--- config.mk ---
export PLATFORM = sky130hd
export DESIGN_NAME = pipe_drain_fifo
export DESIGN_NICKNAME = d
export VERILOG_FILES = /design/src/rtl/pipe_drain_fifo.sv
export SDC_FILE = /design/constraint.sdc
export NUM_CORES = 1
export LEC_CHECK = 0
export ABC_AREA = 1
export BUFFER_PORTS_ARGS = -buffer_cell sky130_fd_sc_hd__buf_2
export CAP_MARGIN = 40
export CORE_MARGIN = 5
export CORE_UTILIZATION = 64
export DETAILED_ROUTE_END_ITERATION = 8
export PLACE_DENSITY = 0.94
export SYNTH_ARGS = -nofsm -noshare
export SYNTH_HDL_FRONTEND = slang
export SYNTH_SLANG_ARGS = --single-unit
--- constraint.sdc ---
create_clock -name clk -period 5.9 [get_ports clk]
set_input_delay 0.59 -clock clk [delete_from_list [all_inputs] [get_ports clk]]
set_output_delay 0.59 -clock clk [all_outputs]
set_load 0.02 [all_outputs]
--- src/rtl/pipe_drain_fifo.sv ---
`default_nettype none
// ============================================================================
// Module      : pipe_drain_fifo
// Description : Credit-gated FWFT drain buffer behind a fixed-latency,
//               never-stalling compute pipeline.
// Revision    : 1.0 - initial release
// ============================================================================
module pipe_drain_fifo #(
    parameter int LATENCY    = 7,
    parameter int DATA_WIDTH = 8,
    parameter int DEPTH      = 16
) (
    input  logic                           clk,
    input  logic                           rst,
    input  logic                           in_valid,
    output logic                           in_ready,
    output logic                           issue,
    input  logic                           pipe_valid,
    input  logic [DATA_WIDTH-1:0]          pipe_data,
    output logic                           out_valid,
    output logic [DATA_WIDTH-1:0]          out_data,
    input  logic                           out_ready,
    output logic [$clog2(DEPTH+1)-1:0]     count,
    output logic [$clog2(DEPTH+1)-1:0]     inflight,
    output logic                           err
);

    localparam int CW     = $clog2(DEPTH + 1);
    localparam int PW     = (DEPTH > 1) ? $clog2(DEPTH) : 1;
    localparam int DM1    = DEPTH - 1;
    localparam int DEPTHV = DEPTH;

    localparam logic [PW-1:0] C_LAST_PTR = DM1[PW-1:0];
    localparam logic [CW-1:0] C_FULL     = DEPTHV[CW-1:0];
    localparam logic [CW:0]   C_CREDITS  = DEPTHV[CW:0];

    if (DEPTH < 1 || LATENCY < 1) begin : g_param_check
        $error("pipe_drain_fifo: DEPTH and LATENCY must both be at least 1");
    end

    logic [DATA_WIDTH-1:0] mem_q [DEPTH];
    logic [PW-1:0]         rd_ptr_q;
    logic [PW-1:0]         rd_ptr_d;
    logic [PW-1:0]         wr_ptr_q;
    logic [PW-1:0]         wr_ptr_d;
    logic [CW-1:0]         count_q;
    logic [CW-1:0]         count_d;
    logic [CW-1:0]         inflight_q;
    logic [CW-1:0]         inflight_d;
    logic                  err_q;
    logic                  err_d;

    logic                  w_issue;
    logic                  w_pop;
    logic                  w_full;
    logic                  w_orphan;
    logic                  w_ovf;
    logic                  w_ret;
    logic                  w_push;
    logic [CW:0]           w_credit_sum;

    function automatic logic [PW-1:0] f_next_ptr(input logic [PW-1:0] p);
        return (p == C_LAST_PTR) ? '0 : p + PW'(1);
    endfunction

    // Credits count both buffered and in-flight tokens, from registers only,
    // so the pipeline output and consumer never feed back combinationally.
    assign w_credit_sum = {1'b0, count_q} + {1'b0, inflight_q};
    assign in_ready     = !rst && (w_credit_sum < C_CREDITS);
    assign w_issue      = in_valid && in_ready;
    assign issue        = w_issue;

    assign out_valid    = !rst && (count_q != '0);
    assign out_data     = mem_q[rd_ptr_q];
    assign w_pop        = out_valid && out_ready;

    // A return with nothing outstanding, or into a full buffer that is not
    // being popped, is dropped and flagged.
    assign w_full       = (count_q == C_FULL);
    assign w_orphan     = pipe_valid && (inflight_q == '0);
    assign w_ovf        = pipe_valid && w_full && !w_pop;
    assign w_ret        = pipe_valid && !w_orphan;
    assign w_push       = pipe_valid && !w_orphan && !w_ovf;

    always_comb begin
        inflight_d = inflight_q;
        case ({w_issue, w_ret})
            2'b10:   inflight_d = inflight_q + CW'(1);
            2'b01:   inflight_d = inflight_q - CW'(1);
            default: inflight_d = inflight_q;
        endcase
    end

    always_comb begin
        count_d = count_q;
        case ({w_push, w_pop})
            2'b10:   count_d = count_q + CW'(1);
            2'b01:   count_d = count_q - CW'(1);
            default: count_d = count_q;
        endcase
    end

    always_comb begin
        wr_ptr_d = wr_ptr_q;
        rd_ptr_d = rd_ptr_q;
        if (w_push) begin
            wr_ptr_d = f_next_ptr(wr_ptr_q);
        end
        if (w_pop) begin
            rd_ptr_d = f_next_ptr(rd_ptr_q);
        end
    end

    assign err_d = err_q || w_orphan || w_ovf;

    always_ff @(posedge clk) begin
        if (rst) begin
            rd_ptr_q   <= '0;
            wr_ptr_q   <= '0;
            count_q    <= '0;
            inflight_q <= '0;
            err_q      <= 1'b0;
        end else begin
            rd_ptr_q   <= rd_ptr_d;
            wr_ptr_q   <= wr_ptr_d;
            count_q    <= count_d;
            inflight_q <= inflight_d;
            err_q      <= err_d;
        end
    end

    // Storage is deliberately left uncleared by reset; pointers gate visibility.
    always_ff @(posedge clk) begin
        if (w_push && !rst) begin
            mem_q[wr_ptr_q] <= pipe_data;
        end
    end

    assign count    = count_q;
    assign inflight = inflight_q;
    assign err      = err_q;

endmodule
`default_nettype wire
==> results by group <==
Outcome
  • Status: completed

STA
  • Tightest Pin Transition: 929 ps
  • Fin crit period: approximately 3500 ps
  • Maximum clock rate: approximately 290 MHz
  • Clock Skew: approximately 7.9 ps
  • RSZ-0062 raised after global routing: false
  • Final setup viols: 0
  • Slew HR: 37.9%
  • Final Slew Violations: 0
  • Fin crit share: about three fifths
  • Endpoints failing hold: 0
  • Worst setup margin: around 2400 ps
  • Post-route setup TNS: 0 ps

Critical path
  • Worst reg2reg path depth: 13
  • Critical path class: reg2out
  • Flop2flop setup slack: around 3100 ps
  • Crit path required time: 5310 ps
  • Critical Path Sink Type: output port
  • Largest fanout on the critical path: 32
  • Crit path DAT: ~2900 ps
  • Reg2reg start: inflight[1]$_SDFFE_PP0P_
  • Worst r2r dst: inflight[4]$_SDFFE_PP0P_
  • Startpoint types: register

Synth
  • Number of synthesized flops with an enable pin: between 100 and 150
  • YS warnings: 0
  • Post-synthesis sequential area ratio: between 60% and 70%
  • Syn Area/Cell: 11.7 um2
  • Post-synth top flop: edfxtp_1
  • Mapped Nets: between 500 and 600
  • Synth async-reset ratio: 0%
  • Netlist cell types: 33
  • #FFs+latches synth: approximately 150
  • Post-Syn Area: roughly 6400 um2
  • Post-Synthesis Cells: ~550

Global route
  • Vias in the first global route: 4465
  • GRT overflow: 0
  • Total GRT Usage: between 20% and 30%
  • First-pass GRT wire length: 23000 um
  • Pin count of the biggest net entering global routing: 65
  • Initial antenna violation count: 0

Floorplanning
  • Core area: about 9800 um2
  • Row count: 36
  • Initial Util: 65.7%
  • Io pins: 35
  • Die width: 110 um
  • Chip height: around 110 um
  • Die area: 12100 um2

Hold path
  • Hold path cells: 2
  • HP Start: rst
  • Hold EP: wr_ptr_q[1]$_SDFFE_PP0N_
  • Hold crit path type: in2reg

Power and ir drop
  • PD cells: roughly 440 nW/um2
  • IR drop worst, VDD: between 0.0003 and 0.0004 V
  • Lkg Pwr: around 2.7 nW

Detailed routing
  • Via count: ~4600
  • Vias per inst: 6.34
  • Post-Route WL: around 15000 um
  • Drt initial violations: just under 600
  • Antenna-violating nets left: 0
  • DR pass1 iterations: 8
  • Drt wl/cell: 20.8 um
  • DRC: 0

Clock network
  • CTS resizes: 0
  • CTS buffer count: 17
  • CTS sink count: ~150
  • Reg clk slew, reported paths: ~60 ps
  • Clock latency on the worst-skew pair: 530 ps
  • Setup bufs post-CTS: 0
  • CTS H-tree depth: 4
  • Root Driver: clkbuf_8
  • Cts-stage hold buffer count: 0
  • CTS max path bufs: 2
  • TritonCTS clock tree: yes

Final layout
  • Antenna diode count: 0
  • FF+latch area: 4310 um2
  • Layout cells sized above 1: ~15%
  • Area Growth Syn to Fin: 13.9%
  • Most frequent cells in the layout: edfxtp_1 (128), nor2_1 (105), o21ai_0 (71)
  • Fin util: roughly 75%
  • Fill cells: approximately 550
  • Most common cell after layout, fill and taps aside: edfxtp_1
  • NumNets Final: 611
  • Finished Layout Cells: approximately 730
  • Multi-input gate area: 1870 um2

Run
  • Number of max-cap violations: 0

Placed design
  • Worst slack, placed: 2990 ps
  • Placed insts: a little under 700
  • Count of port buffers added during placement: 34
  • Final HPWL DP: 9210 um
  • Placer congestion estimate: between 0.8 and 0.9
[state kept, by name, summed over array words and instances, names as in the netlist, named ones only]
signal and cells:
mem_q 128, count 5, inflight 5, rd_ptr_q 4, wr_ptr_q 4, err 1
[Yosys cell counts, types with 2 or more instances]
master    number  area [um2]
fa_1           2        40.0
o221ai_1      24         210
xnor2_1        2        17.5
inv_1         34         128
o211ai_1       8        60.1
ha_1          16         200
o22ai_1        8        50.1
xor2_1         8        70.1
nand2_4        2        22.5
edfxtp_1     128        3840
o21ai_0       71         355
nand2_1       35         131
nor2_4         2        22.5
a21oi_1       15        75.1
nand2_2        4        25.0
nand3_1       24         120
dfxtp_1       23         460
clkbuf_1      14        52.6
buf_2          9        45.0
nor2_1       105         394
[logic make-up after synthesis]
group	after synthesis	share of synthesized area, %
AOI/OAI and AO/OA	130	12.3
xor gates and xnor gates	10	1.36
buffers and inverters	61	3.86
adders and majority gates	18	3.74
and+or+nand+nor	177	11.7
DFF	151	67.0
[report_power, final]
group | switching (W) | total [W] | internal [W]
Sequential | 0.0000794 | 0.00130 | 0.00122
Clock | 0.000438 | 0.00113 | 0.000689
Combinational | 0.000541 | 0.000807 | 0.000266
[per-layer routing]
layer	track usage, %	part of all wire (%)	wire length (um)
met5	0	0	0
met4	12.1	3.2	485
met3	6.29	10	1540
met2	43.5	50	7500
met1	31.6	37	5530
[how the worst max path moves through the flow]
stage | start | end | slack (ps) | cells past startpoint
after floorplan | inflight[1]$_SDFFE_PP0P_ | inflight[4]$_SDFFE_PP0P_ | 3000 | 13
after global placement | register | out_data[1] | 2960 | 6
after detailed placement | rst | mem_q[4][7]$_DFFE_PP_ | 2990 | 8
after CTS | register | out_data[6] | 2470 | 7
after global routing | register | out_data[0] | 2260 | 7
final | register | out_data[6] | 2410 | 7
[worst max-delay path, cell delays in order, from the launching register on]
cell,delay [ps]
dfxtp_1,460
buf_8,240
inv_1,670
o21ai_0,230
o221ai_1,340
nand3_1,150
nand2_1,100
buf_2,160
[per-stage QoR]
stage / hold WS [ps] / power (W) / instance area [um2]
CTS: 388 / 0.00322 / 7300
global route: 414 / 0.00336 / 7320
finish: 402 / 0.00323 / 7320
detailed placement: 484 / 0.00210 / 6690
global placement: 466 / 0.00203 / 6650
floorplan: 447 / 0.00188 / 6420
[area by class of cell]
| class | count | share of cell area (%) |
|---|---|---|
| Timing Repair Buffer | 39 | 3.11 |
| Tap cell | 133 | 2.27 |
| Multi-Input combinational cell | 335 | 25.6 |
| Inverter | 36 | 1.88 |
| Sequential cell | 151 | 58.8 |
| Clock buffer | 17 | 5.66 |
| Clock inverter | 14 | 2.68 |
Note: power is estimated with default switching activity, not from simulation.
